===== config.mk =====
export PLATFORM = sky130hd
export DESIGN_NAME = alu_result_display_flat
export DESIGN_NICKNAME = d
export VERILOG_FILES = /design/src/rtl/alu_result_display_if.sv /design/src/rtl/alu_result_display.sv /design/src/flat_wrapper.sv
export SDC_FILE = /design/constraint.sdc
export NUM_CORES = 1
export LEC_CHECK = 0
export ABC_CLOCK_PERIOD_IN_PS = 2530
export CAP_MARGIN = 5
export CORE_ASPECT_RATIO = 0.9
export CORE_MARGIN = 4
export CORE_UTILIZATION = 53
export CTS_BUF_LIST = sky130_fd_sc_hd__clkbuf_4 sky130_fd_sc_hd__clkbuf_8 sky130_fd_sc_hd__clkbuf_16
export DETAILED_ROUTE_END_ITERATION = 8
export PLACE_DENSITY = 0.74
export SYNTH_ARGS = -nofsm -noshare
export SYNTH_HDL_FRONTEND = slang
export SYNTH_SLANG_ARGS = --single-unit

===== constraint.sdc =====
create_clock -name clk -period 2.53 [get_ports clk]
set_input_delay 0.506 -clock clk [delete_from_list [all_inputs] [get_ports clk]]
set_output_delay 0.506 -clock clk [all_outputs]
set_load 0.005 [all_outputs]

===== src/rtl/alu_result_display_if.sv =====
// Capture bus from the 4-bit ALU into the result display: strobe, op code,
// result nibble and the three ALU flags.
interface alu_result_display_if;
  logic       in_valid;
  logic [2:0] in_op;
  logic [3:0] in_result;
  logic       in_carry;
  logic       in_zero;
  logic       in_overflow;

  modport master (
    output in_valid, in_op, in_result, in_carry, in_zero, in_overflow
  );

  modport slave (
    input  in_valid, in_op, in_result, in_carry, in_zero, in_overflow
  );
endinterface


===== src/rtl/alu_result_display.sv =====
// Captures ALU result/flags/op and drives a 4-digit multiplexed active-low
// seven-segment display plus flag LEDs. Optional overflow blink: ALU_DISP_BLINK_EN.
module alu_result_display #(
  parameter int unsigned SCAN_DIV     = 1000,
  parameter int unsigned BLINK_ROUNDS = 64
) (
  input  logic                 clk,
  input  logic                 rst,
  alu_result_display_if.slave  alu,
  output logic [7:0]           seg_out,
  output logic [3:0]           digit_sel,
  output logic [2:0]           flag_led
);

  if (SCAN_DIV < 2 || BLINK_ROUNDS < 1) begin : g_param_check
    $error("alu_result_display: SCAN_DIV must be >= 2 and BLINK_ROUNDS >= 1");
  end

  localparam int unsigned        DIV_W    = $clog2(SCAN_DIV);
  localparam logic [DIV_W-1:0]   DIV_LAST = DIV_W'(SCAN_DIV - 1);

  localparam logic [7:0] SEG_BLANK = 8'hFF;
  localparam logic [7:0] SEG_DASH  = 8'hBF;
  localparam logic [7:0] SEG_E     = 8'h86;
  localparam logic [7:0] DP_ON     = 8'h7F;

  typedef enum logic [1:0] {
    DIG_VALUE = 2'd0,
    DIG_SIGN  = 2'd1,
    DIG_OVF   = 2'd2,
    DIG_OP    = 2'd3
  } digit_t;

  function automatic logic [7:0] hex_glyph(input logic [3:0] v);
    case (v)
      4'h0: return 8'hC0;
      4'h1: return 8'hF9;
      4'h2: return 8'hA4;
      4'h3: return 8'hB0;
      4'h4: return 8'h99;
      4'h5: return 8'h92;
      4'h6: return 8'h82;
      4'h7: return 8'hF8;
      4'h8: return 8'h80;
      4'h9: return 8'h90;
      4'hA: return 8'h88;
      4'hB: return 8'h83;
      4'hC: return 8'hC6;
      4'hD: return 8'hA1;
      4'hE: return 8'h86;
      default: return 8'h8E;
    endcase
  endfunction

  // Captured ALU state
  logic [2:0] op_q;
  logic [3:0] result_q;
  logic       carry_q;
  logic       zero_q;
  logic       ovf_q;

  // NOTE: sequential state uses <= so every register samples pre-edge values.
  always_ff @(posedge clk) begin
    if (rst) begin
      op_q     <= '0;
      result_q <= '0;
      carry_q  <= 1'b0;
      zero_q   <= 1'b0;
      ovf_q    <= 1'b0;
    end else if (alu.in_valid) begin
      op_q     <= alu.in_op;
      result_q <= alu.in_result;
      carry_q  <= alu.in_carry;
      zero_q   <= alu.in_zero;
      ovf_q    <= alu.in_overflow;
    end
  end

  // Add/sub results are two's complement; 4'b1000 maps to magnitude 8.
  logic       is_arith;
  logic       neg;
  logic [3:0] value;

  assign is_arith = (op_q == 3'd0) || (op_q == 3'd1);
  assign neg      = is_arith && result_q[3];
  assign value    = neg ? (~result_q + 4'd1) : result_q;

  // Scan divider and digit index
  logic [DIV_W-1:0] div_q;
  digit_t           idx_q;
  logic             div_wrap;

  assign div_wrap = (div_q == DIV_LAST);

  always_ff @(posedge clk) begin
    if (rst) begin
      div_q <= '0;
      idx_q <= DIG_VALUE;
    end else if (div_wrap) begin
      div_q <= '0;
      idx_q <= digit_t'(idx_q + 2'd1);
    end else begin
      div_q <= div_q + DIV_W'(1);
    end
  end

  logic dark;

`ifdef ALU_DISP_BLINK_EN
  localparam int unsigned      RND_W    = $clog2(BLINK_ROUNDS + 1);
  localparam logic [RND_W-1:0] RND_LAST = RND_W'(BLINK_ROUNDS - 1);

  logic [RND_W-1:0] rounds_q;
  logic             phase_on_q;
  logic             round_end;

  assign round_end = div_wrap && (idx_q == DIG_OP);

  always_ff @(posedge clk) begin
    if (rst) begin
      rounds_q   <= '0;
      phase_on_q <= 1'b1;
    end else if (round_end) begin
      if (rounds_q == RND_LAST) begin
        rounds_q   <= '0;
        phase_on_q <= ~phase_on_q;
      end else begin
        rounds_q <= rounds_q + RND_W'(1);
      end
    end
  end

  // Only an overflowed result blinks; flag LEDs stay steady.
  assign dark = ovf_q && !phase_on_q;
`else
  assign dark = 1'b0;
`endif

  // Glyph for the digit currently selected
  logic [7:0] glyph;
  logic [3:0] sel_onehot;

  always_comb begin
    // NOTE: default first so no path through the case can infer a latch.
    glyph = SEG_BLANK;
    unique case (idx_q)
      DIG_VALUE: glyph = hex_glyph(value);
      DIG_SIGN:  glyph = neg   ? SEG_DASH : SEG_BLANK;
      DIG_OVF:   glyph = ovf_q ? SEG_E    : SEG_BLANK;
      DIG_OP:    glyph = hex_glyph({1'b0, op_q}) & DP_ON;
    endcase
  end

  assign sel_onehot = ~(4'b0001 << idx_q);

  // Segments and digit enable come from the same index in the same register
  // stage, so the pins never show one digit's glyph on another's enable.
  always_ff @(posedge clk) begin
    if (rst) begin
      seg_out   <= SEG_BLANK;
      digit_sel <= 4'b1111;
      flag_led  <= 3'b000;
    end else begin
      seg_out   <= glyph;
      digit_sel <= dark ? 4'b1111 : sel_onehot;
      flag_led  <= {ovf_q, carry_q, zero_q};
    end
  end

endmodule

===== src/flat_wrapper.sv =====
// flat-port wrapper written by rule: the top's interface ports become plain ports
module alu_result_display_flat 
#(
  parameter int unsigned SCAN_DIV     = 1000,
  parameter int unsigned BLINK_ROUNDS = 64
)
  (clk, rst, seg_out, digit_sel, flag_led, alu_in_valid, alu_in_op, alu_in_result, alu_in_carry, alu_in_zero, alu_in_overflow);
  alu_result_display_if alu_i ();
  input  logic clk;
  input  logic rst;
  output logic [7:0] seg_out;
  output logic [3:0] digit_sel;
  output logic [2:0] flag_led;
  input wire logic [$bits(alu_i.in_valid)-1:0] alu_in_valid;
  input wire logic [$bits(alu_i.in_op)-1:0] alu_in_op;
  input wire logic [$bits(alu_i.in_result)-1:0] alu_in_result;
  input wire logic [$bits(alu_i.in_carry)-1:0] alu_in_carry;
  input wire logic [$bits(alu_i.in_zero)-1:0] alu_in_zero;
  input wire logic [$bits(alu_i.in_overflow)-1:0] alu_in_overflow;
  assign alu_i.in_valid = alu_in_valid;
  assign alu_i.in_op = alu_in_op;
  assign alu_i.in_result = alu_in_result;
  assign alu_i.in_carry = alu_in_carry;
  assign alu_i.in_zero = alu_in_zero;
  assign alu_i.in_overflow = alu_in_overflow;
  alu_result_display #(.SCAN_DIV(SCAN_DIV), .BLINK_ROUNDS(BLINK_ROUNDS)) u_core (.clk(clk), .rst(rst), .alu(alu_i), .seg_out(seg_out), .digit_sel(digit_sel), .flag_led(flag_led));
endmodule

==> impl_metrics.csv <==
group,metric,value,unit
detailed_routing,totalWireLength,3790,um
floorplanning,die_h,66.0,um
finish,postLayoutCoreUtil,69.9,%
clock_tree,clkSinkCount,43,
run,max-cap-violations,0,
yosys,muxShareOfSynthArea,7.71,%
power,ir_drop,0.504,mV
worst_setup_path,rrSetupSlack,0.38,ns
yosys,synth_cells,210,
global_route,grt_max_degree,15,
power,p_seq_share,47.7,%
hold_path,worstHoldEndpoint,"u_core.div_q[0]",
yosys,ys_top_cells_by_area,"dfxtp_1 43%, ha_1 10%, mux2i_1 6.6%",
worst_setup_path,rr_endpoint,"u_core.seg_out[3]",
detailed_routing,ant_nets,0,
yosys,synth_xor_area_share,4.42,%
detailed_routing,viasPerCell,5.38,
worst_setup_path,r2r_cells,7,
clock_tree,cts_root_buf,"clkbuf_8",
worst_setup_path,path_class,"reg2reg",
power,power_density,634,mW/mm^2
detailed_routing,drc,0,
power,clkPwrFrac,40.8,%
detailed_routing,drtIter0Drc,106,
sta,finalHoldViolations,0,
finish,stdcell_count,285,
worst_setup_path,startpoint_type,"register",
sta,period_needed,2.15,ns
power,intPower,1.20,mW
global_route,grt_overflow,0,
hold_path,min_path_type,"reg2reg",
yosys,synth_top_area_share,43.5,%
place,place_inst,277,
hold_path,holdPathStages,1,
floorplanning,dieArea,0.00478,mm^2
finish,num-nets-final,269,
clock_tree,h-tree-depth,2,
yosys,syn-num-nets,239,
worst_setup_path,cp_max_fo,7,
yosys,synth-simple-area-share,18.8,%
clock_tree,clk_latency,0.30,ns
hold_path,hold_start,"u_core.div_q[0]",
floorplanning,core_area,0.00348,mm^2
sta,fin_tns_setup,0,ns
place,port_buffers,27,
run_status,status,"finished clean",
yosys,synth_top_family_by_area,"simple AND/OR/NAND/NOR gates",
detailed_routing,via_count,1533,
yosys,synth_area,0.00198,mm^2
global_route,grt_pass1_wl,6520,um
yosys,synth_top_area_cell,"dfxtp_1",
power,leakage,1.00,nW
power,p_sw,0.337,mW
clock_tree,holdBufCountCts,0,
floorplanning,die_x,72.4,um
global_route,grt_pass1_vias,1479,
global_route,track_usage,17.7,%
worst_setup_path,cp.arrival,2.34,ns
clock_tree,cts_made_buffers,5,
yosys,synth-adder-area-share,10.1,%
sta,worst_pin_slew,0.620,ns
detailed_routing,dr.pass1.iters,5,
finish,syn2layout_area_growth,22.7,%
sta,finalSetupViolCount,0,
sta,rsz0062_at_grt,"false",
clock_tree,postCtsResizedCells,0,
place,gp_congestion,0.802,
yosys,yosys_warnings,0,
sta,slew_violations,0,
clock_tree,cts_tree,"yes",
finish,diodes,0,
clock_tree,clk_path_buf_depth,2,
power,p_sw_share,21.8,%
yosys,synth-seq-cells,43,
sta,skew,0.00622,ns
clock_tree,clkSlewWorstSetupHoldPaths,0.08,ns
floorplanning,rows,20,
floorplanning,ios,28,
worst_setup_path,cp-end-kind,"register",
finish,drive_gt1_share,9.54,%
yosys,syn_area_per_cell,9.43,um^2
place,post-dp-hpwl,2920,um
sta,slew_headroom,58.4,%
floorplanning,initial_core_util,56.9,%
worst_setup_path,required,2.72,ns
yosys,synth_compound_area_share,10.9,%
power,comb_power_share,11.5,%
detailed_routing,wl_per_cell,13.3,um
sta,fmaxAchievable,0.465,GHz
yosys,yosysSeqAreaShare,43.5,%
clock_tree,post-cts-setup-buffers,0,
sta,fin_crit_sh,85.0,%
global_route,antenna_found_initial,0,
yosys,synth_cell_types,38,
worst_setup_path,r2r_start,"u_core.result_q[1]",
## power groups by stage
stage                     clock, mW  combinational [mW]  sequential, mW
final                         0.629               0.177           0.736
after global routing          0.668               0.198           0.741
after CTS                     0.641               0.178           0.737
after detailed placement          0               0.176           0.752
after global placement            0               0.175           0.751
after floorplan                   0               0.104           0.749
## critical path: stages, from the launching register on
cell and delay, ns:
dfxtp_1 0.45, inv_1 0.11, ha_1 0.25, nor4b_2 0.27, xnor2_1 0.34, mux2_2 0.40
o21ai_0 0.14, o21ai_1 0.07
## through the flow
| step | total power, mW | setup slack, ns | hold WS [ns] | instance area (um^2) |
|---|---|---|---|---|
| floorplan | 0.853 | 0.714 | 0.413 | 1980 |
| global placement | 0.926 | 0.405 | 0.421 | 2290 |
| detailed placement | 0.928 | 0.334 | 0.450 | 2290 |
| CTS | 1.56 | 0.382 | 0.464 | 2430 |
| global route | 1.61 | 0.218 | 0.483 | 2430 |
| finish | 1.54 | 0.379 | 0.456 | 2430 |
## cells in the final DEF, fill, tap and decap left out, types with 7 or more instances in the layout
cell type / instances
ha_1: 16
mux2i_1: 13
nor2_1: 28
nand2_1: 15
o21ai_0: 7
dfxtp_1: 43
nand2b_1: 8
clkdlybuf4s50_1: 27
a21oi_1: 11
xnor2_1: 7
inv_1: 11
## metal layers
metal,vias to the layer above,GRT usage [%],part of all wire [%]
met2,48,29.5,46
li1,763,-,-
met4,0,5.53,1.6
met3,10,6.08,6.9
met5,-,0,0
met1,712,21.3,46
## cells in the mapped netlist
cell type / n
a41oi_2: 1
o21ai_1: 1
nor4b_1: 1
nor3b_2: 1
or3_1: 1
a2111oi_0: 1
nor3_1: 4
o31a_1: 2
xor2_1: 3
nor2_1: 28
a21oi_1: 11
nand2_1: 15
o31ai_4: 1
xnor2_1: 7
a221oi_1: 1
dfxtp_1: 43
nor2b_1: 6
buf_4: 2
nor4_1: 1
clkbuf_1: 6
ha_1: 16
a311oi_1: 1
inv_1: 11
mux2_2: 2
and3_1: 1
and2_1: 2
nand2b_1: 8
or2_2: 3
o221a_1: 1
nand4_1: 2
a21oi_2: 1
a31oi_1: 2
a211oi_1: 1
buf_6: 1
nand3_1: 1
mux2i_1: 13
o21ai_0: 7
nor4b_2: 1
## area by class of cell
cell class | count | area, um^2
repair buffers | 32 | 308
clock buffers | 5 | 68.8
clock inverters | 3 | 67.6
multi-input cells | 147 | 1030
well taps | 44 | 55.1
fillers | 273 | 1050
flip-flops and latches | 43 | 861
inverters | 11 | 41.3
## cells by family after synthesis
logic type	count (synthesis)
flip-flops	43
XOR/XNOR	10
multiplexers	15
adder cells (fa/ha/maj)	16
buffers and inverters	20
AO/OA/AOI/OAI	31
AND/OR/NAND/NOR	75
## worst max path at each step
stage / from / end / slack [ns] / cells after the start
2_1_floorplan: u_core.result_q[0] / u_core.seg_out[3] / 0.71 / 7
3_3_place_gp: alu_in_valid / register / 0.41 / 6
3_5_place_dp: alu_in_valid / register / 0.33 / 6
4_1_cts: u_core.result_q[1] / u_core.seg_out[3] / 0.38 / 7
5_1_grt: u_core.result_q[1] / u_core.seg_out[3] / 0.22 / 7
6_report: u_core.result_q[1] / u_core.seg_out[3] / 0.38 / 7
Note: power is estimated with default switching activity, not from simulation.
==> patch 1 (same flow settings) <==
Register the output `seg_out` once more, with the module's reset; this adds one clock of latency there. The other outputs are not delayed to match.
--- a/src/rtl/alu_result_display.sv
+++ b/src/rtl/alu_result_display.sv
@@ -11,6 +11,8 @@
   output logic [3:0]           digit_sel,
   output logic [2:0]           flag_led
 );
+
+  logic [7:0] seg_s0;
 
   if (SCAN_DIV < 2 || BLINK_ROUNDS < 1) begin : g_param_check
     $error("alu_result_display: SCAN_DIV must be >= 2 and BLINK_ROUNDS >= 1");
@@ -157,14 +159,22 @@
   // stage, so the pins never show one digit's glyph on another's enable.
   always_ff @(posedge clk) begin
     if (rst) begin
-      seg_out   <= SEG_BLANK;
+      seg_s0    <= SEG_BLANK;
       digit_sel <= 4'b1111;
       flag_led  <= 3'b000;
     end else begin
-      seg_out   <= glyph;
+      seg_s0    <= glyph;
       digit_sel <= dark ? 4'b1111 : sel_onehot;
       flag_led  <= {ovf_q, carry_q, zero_q};
     end
   end
 
+  always_ff @(posedge clk) begin
+    if (rst) begin
+      seg_out <= '0;
+    end else begin
+      seg_out <= seg_s0;
+    end
+  end
+
 endmodule
Behaviour: not the same (Yosys sat finds a counterexample within 4 cycles, from zero or initial values and one cycle with rst high).
==> patch 1 against the unedited design <==
Count of clock-buffer cells in the layout increased by 1; synthesized area increased by 12%; fmax increased by 0.86%; total power decreased by 2.7%; via count increased by 4.0%; sequential cell count increased by 8; first-iteration DRC count decreased by 20%; setup slack improved by 18 ps; final area increased by 7.3%; non-clock buffer count unchanged; clock skew increased by 1.5 ps; routed wire length increased by 3.7%.
==> patch 1: results (changes against the unedited design) <==
- Run status: completed
- Routed len/inst: 12.55 µm (-5.6%)
- Synth top cells by count: dfxtp_1, nor2_1, nand2_1
- Diodes inserted: 0 (unchanged)
- Global-route usage over all layers: 0.1551 (-0.02149)
- M1 GR Usage: 0.2067 (-0.005987)
- Slew HR: 0.6051 (+0.02114)
- Layout Nets: 293 (+8.9%)
- Setup Skew: 7.703 ps (+1.487 ps)
- CP max FO: 7 (unchanged)
- HPWL Detailed: 3.030 mm (+3.6%)
- Count of different cell masters after synthesis: 40 (+5.3%)
- CP peak stage delay: 450 ps (about the same)
- Share of cells above drive strength 1: 0.06038 (-0.03506)
- Hold WS: 438.4 ps (-17.50 ps)
- Syn nets: 267 (+12%)
- Setup bufs post-CTS: 0 (unchanged)
- DRT antenna net count: 0 (unchanged)
- Initial drt markers: 85 (-20%)
- Placer Congestion: 0.8746 (+9.1%)
- Worst VDD drop: 0.3710 mV (-26%)
- CP Data Arrival Time: 2310 ps (-30 ps)
- Static Leakage: 1.072 nW (+6.9%)
- Met2 Track Usage GR: 0.2414 (-0.05401)
- YS warnings: 0 (unchanged)
- Vias per Instance: 5.096 (-5.3%)
- Drt pass-1 iters: 4 (-1)
- Post-synth top area cell: dfxtp_1
- FFs w/ async S/R, synth: 0 (unchanged)
- Ranking of synthesized cells by area: dfxtp_1, ha_1, mux2i_1, nor2_1, nand2_1
- Area after DPL: 0.002519 mm² (+9.8%)
- Flop-to-flop setup slack: 400 ps (+20 ps)
- Metal2 WL: 1.763 mm (+1.7%)
- CP max-delay cell: dfxtp_1
- Vias in the first global route: 1514 (+2.4%)
- Switching share of power: 0.2309 (+0.01240)
- Max Buffers Root-to-Sink: 2 (unchanged)
- Initial antenna violation count: 0 (unchanged)
- Sequential area share after synthesis: 0.4605 (+0.02588)
- First-pass GRT wire length: 6.762 mm (+3.7%)
- GR Util met3: 0.04416 (-0.01663)
- Fillers: 351 (+29%)
- WL met1: 1.911 mm (+10%)
- Met3 routed WL: 202 µm (-23%)
- CP delay by family, top: adder cells
- Htree depth: 2 (unchanged)
- Largest net degree at the start of global routing: 22 (+7)
==> patch 1: cell type report <==
cell class,count,area (µm²),share of cell area
repair buffers,32,307.8,0.1180
multi-input cells,163,1089,0.4175
inverters,11,41.29,0.01583
clock buffers,6,76.32,0.02927
well taps,48,60.06,0.02303
flip-flops and latches,51,1021,0.3916
clock inverters,2,12.51,0.004798
==> patch 1: power groups by stage <==
| stage | combinational [mW] | sequential, mW | clock [mW] |
|---|---|---|---|
| finish | 0.186 | 0.874 | 0.439 |
| global placement | 0.184 | 0.891 | 0 |
| CTS | 0.187 | 0.875 | 0.456 |
| floorplan | 0.118 | 0.885 | 0 |
| global route | 0.206 | 0.880 | 0.499 |
| detailed placement | 0.185 | 0.893 | 0 |
==> patch 1: path summary, 6_finish.rpt <==
check | startpoint | end | cells past startpoint
worst min-delay path | u_core.seg_s0[6] | u_core.seg_out[6] | 1
worst min register to register | u_core.seg_s0[6] | u_core.seg_out[6] | 1
worst max-delay path | u_core.result_q[0] | u_core.seg_s0[3] | 8
worst max register to register | u_core.result_q[0] | u_core.seg_s0[3] | 8
==> patch 1: worst register-to-register path, cell delays in order, from the launching register on <==
cell and delay (ps):
dfxtp_1 450, inv_1 150, ha_1 330, nand4bb_1 120
o21ai_0 100, ha_1 230, mux2_1 300, a311oi_1 260
nand2_1 90
==> patch 1: kinds of logic after synthesis <==
kind of cell / synth area share
flops: 0.4605
fa+ha+maj: 0.09029
simple gates: 0.1998
buf+inv: 0.04853
compound gates: 0.1022
mux: 0.05926
xor+xnor: 0.03951
==> patch 1: stage by stage <==
step / worst slack (ps) / cells
2_1_floorplan: 568.6 / 238
3_3_place_gp: 390.8 / 305
3_5_place_dp: 342.4 / 305
4_1_cts: 399.4 / 313
5_1_grt: 247.2 / 313
6_report: 397.3 / 313
==> patch 2 (config.mk and constraints unchanged) <==
Without the edit above. `SCAN_DIV` is set to 1000 in 2 places; all go to 250.
--- a/src/rtl/alu_result_display.sv
+++ b/src/rtl/alu_result_display.sv
@@ -1,7 +1,7 @@
 // Captures ALU result/flags/op and drives a 4-digit multiplexed active-low
 // seven-segment display plus flag LEDs. Optional overflow blink: ALU_DISP_BLINK_EN.
 module alu_result_display #(
-  parameter int unsigned SCAN_DIV     = 1000,
+  parameter int unsigned SCAN_DIV     = 250,
   parameter int unsigned BLINK_ROUNDS = 64
 ) (
   input  logic                 clk,
--- a/src/flat_wrapper.sv
+++ b/src/flat_wrapper.sv
@@ -1,7 +1,7 @@
 // flat-port wrapper written by rule: the top's interface ports become plain ports
 module alu_result_display_flat 
 #(
-  parameter int unsigned SCAN_DIV     = 1000,
+  parameter int unsigned SCAN_DIV     = 250,
   parameter int unsigned BLINK_ROUNDS = 64
 )
   (clk, rst, seg_out, digit_sel, flag_led, alu_in_valid, alu_in_op, alu_in_result, alu_in_carry, alu_in_zero, alu_in_overflow);
Function: no difference found for any inputs over 10 cycles, from zero or initial values and one cycle with rst high; that may be too few to reach the edited logic, so the function may still have changed.
==> patch 2 against the unedited design <==
Sequential power decreased by 3.9%; worst hold slack better by 17 ps; setup slack improved by 76 ps; final area is 3.2% lower; clock skew hardly changed; combinational power rose by 5%; total power shrank 12%; via count is 0.39% higher; highest routed layer unchanged; critical path type is now input port to register; synthesized area down 2.5%; first-iteration DRC count increased by 23%; non-clock buffer count rose by 1; routed wire length grew 2.6%; sequential cell count is 2 lower; critical path depth down 1.
==> patch 2: results (changes against the unedited design) <==
- Clk root buf: clkbuf_8
- Static Leakage: 0.9745 nW (-2.8%)
- CP peak stage delay: 680 ps (+230 ps)
- Ranking of synthesized cells by area: dfxtp_1, ha_1, mux2i_1, nor2_1, a21oi_1
- Initial antenna violation count: 0 (unchanged)
- Share of cells above drive strength 1: 0.09623 (+0.0007986)
- Gates resized, CTS repair: 0 (unchanged)
- Area share of fa/ha/maj cells after synthesis: 0.1101 (+0.009030)
- Count of different cell masters after synthesis: 44 (+16%)
- Routed len/inst: 13.73 µm (+3.3%)
- CP max-delay cell: clkdlybuf4s50_1
- Worst VDD drop: 0.4209 mV (-16%)
- Sequential area share after synthesis: 0.4249 (-0.009747)
- Area after DPL: 0.002251 mm² (-1.9%)
- Compound-cell area share of the yosys netlist: 0.1302 (+0.02090)
- Mux share of post-synthesis cell area: 0.06801 (-0.009064)
- CP Data Arrival Time: 2290 ps (-50 ps)
- Diodes inserted: 0 (unchanged)
- HPWL Detailed: 2.970 mm (+1.6%)
- Drt pass-1 iters: 4 (-1)
- Placer Congestion: 0.8671 (+8.1%)
- FFs w/ async S/R, synth: 0 (unchanged)
- YS warnings: 0 (unchanged)
- Via count: 1539 (+0.39%)
- Buffers on Ports: 27 (unchanged)
- Ys flop type: dfxtp_1
- Slew @ Worst Pin: 609.4 ps (-10.32 ps)
- Htree depth: 2 (unchanged)
- CTS Buf Count: 5 (unchanged)
- Largest net degree at the start of global routing: 13 (-2)
- CP max FO: 6 (-1)
- Layout Nets: 268 (-0.37%)
- First-pass GRT wire length: 6.506 mm (-0.21%)
- Syn nets: 238 (-0.42%)
- Setup Skew: 6.655 ps (+0.4386 ps)
- Run status: completed
- Synth Area in XOR/XNOR: 0.03174 (-0.01248)
- CP delay by family, top: buffers and inverters
- Synth top cells by count: dfxtp_1, nor2_1, ha_1
- Max Buffers Root-to-Sink: 2 (unchanged)
- Initial drt markers: 130 (+23%)
- Global-route usage over all layers: 0.1757 (-0.0009512)
[patch 2: cell families after synthesis]
family | count (synthesis)
multiplexers | 13
AND/OR/NAND/NOR | 71
AO/OA/AOI/OAI | 37
flip-flops | 41
adder cells (fa/ha/maj) | 17
XOR/XNOR | 7
buffers and inverters | 22
[patch 2: layout make-up]
class	count	area, µm²
flip-flops and latches	41	820.8
repair buffers	33	315.3
clock buffers	7	96.34
inverters	12	45.04
multi-input cells	145	1015
clock inverters	1	5.005
well taps	44	55.05
fillers	271	1101
[patch 2: final timing paths]
path	startpoint	to	slack (ps)	cells after the start
max	alu_in_valid	register	460	6
min	u_core.div_q[0]	u_core.div_q[0]	470	1
max reg2reg	u_core.result_q[0]	u_core.seg_out[1]	590	7
min reg2reg	u_core.div_q[0]	u_core.div_q[0]	470	1
[patch 2: metrics by stage]
stage               hold WS, ps  std cells  setup slack [ps]
detailed placement        455.2        275             174.0
finish                    472.6        283             455.0
global route              499.7        283             337.4
global placement          447.6        275             275.1
CTS                       471.6        283             465.7
floorplan                 433.4        208             636.1
[patch 2: worst register-to-register path, cell delays in order (launching register included)]
cell and delay, ps:
dfxtp_1 330, inv_1 100, ha_1 280, nor4b_4 270
xnor2_1 160, buf_4 200, or3_1 380, a21oi_1 140
[patch 2: routing by layer]
metal	share of wire	vias to the layer above	global-route usage
met4	0.022	0	0.06808
met3	0.050	11	0.03670
met2	0.45	45	0.2798
met1	0.47	721	0.2329
li1	-	762	-
met5	0	-	0
[patch 2: power by group]
part / total, mW / leakage (nW) / switching [mW] / internal [mW]
Combinational: 0.186 / 0.582 / 0.0885 / 0.0975
Sequential: 0.707 / 0.338 / 0.0232 / 0.683
Clock: 0.458 / 0.0542 / 0.211 / 0.246
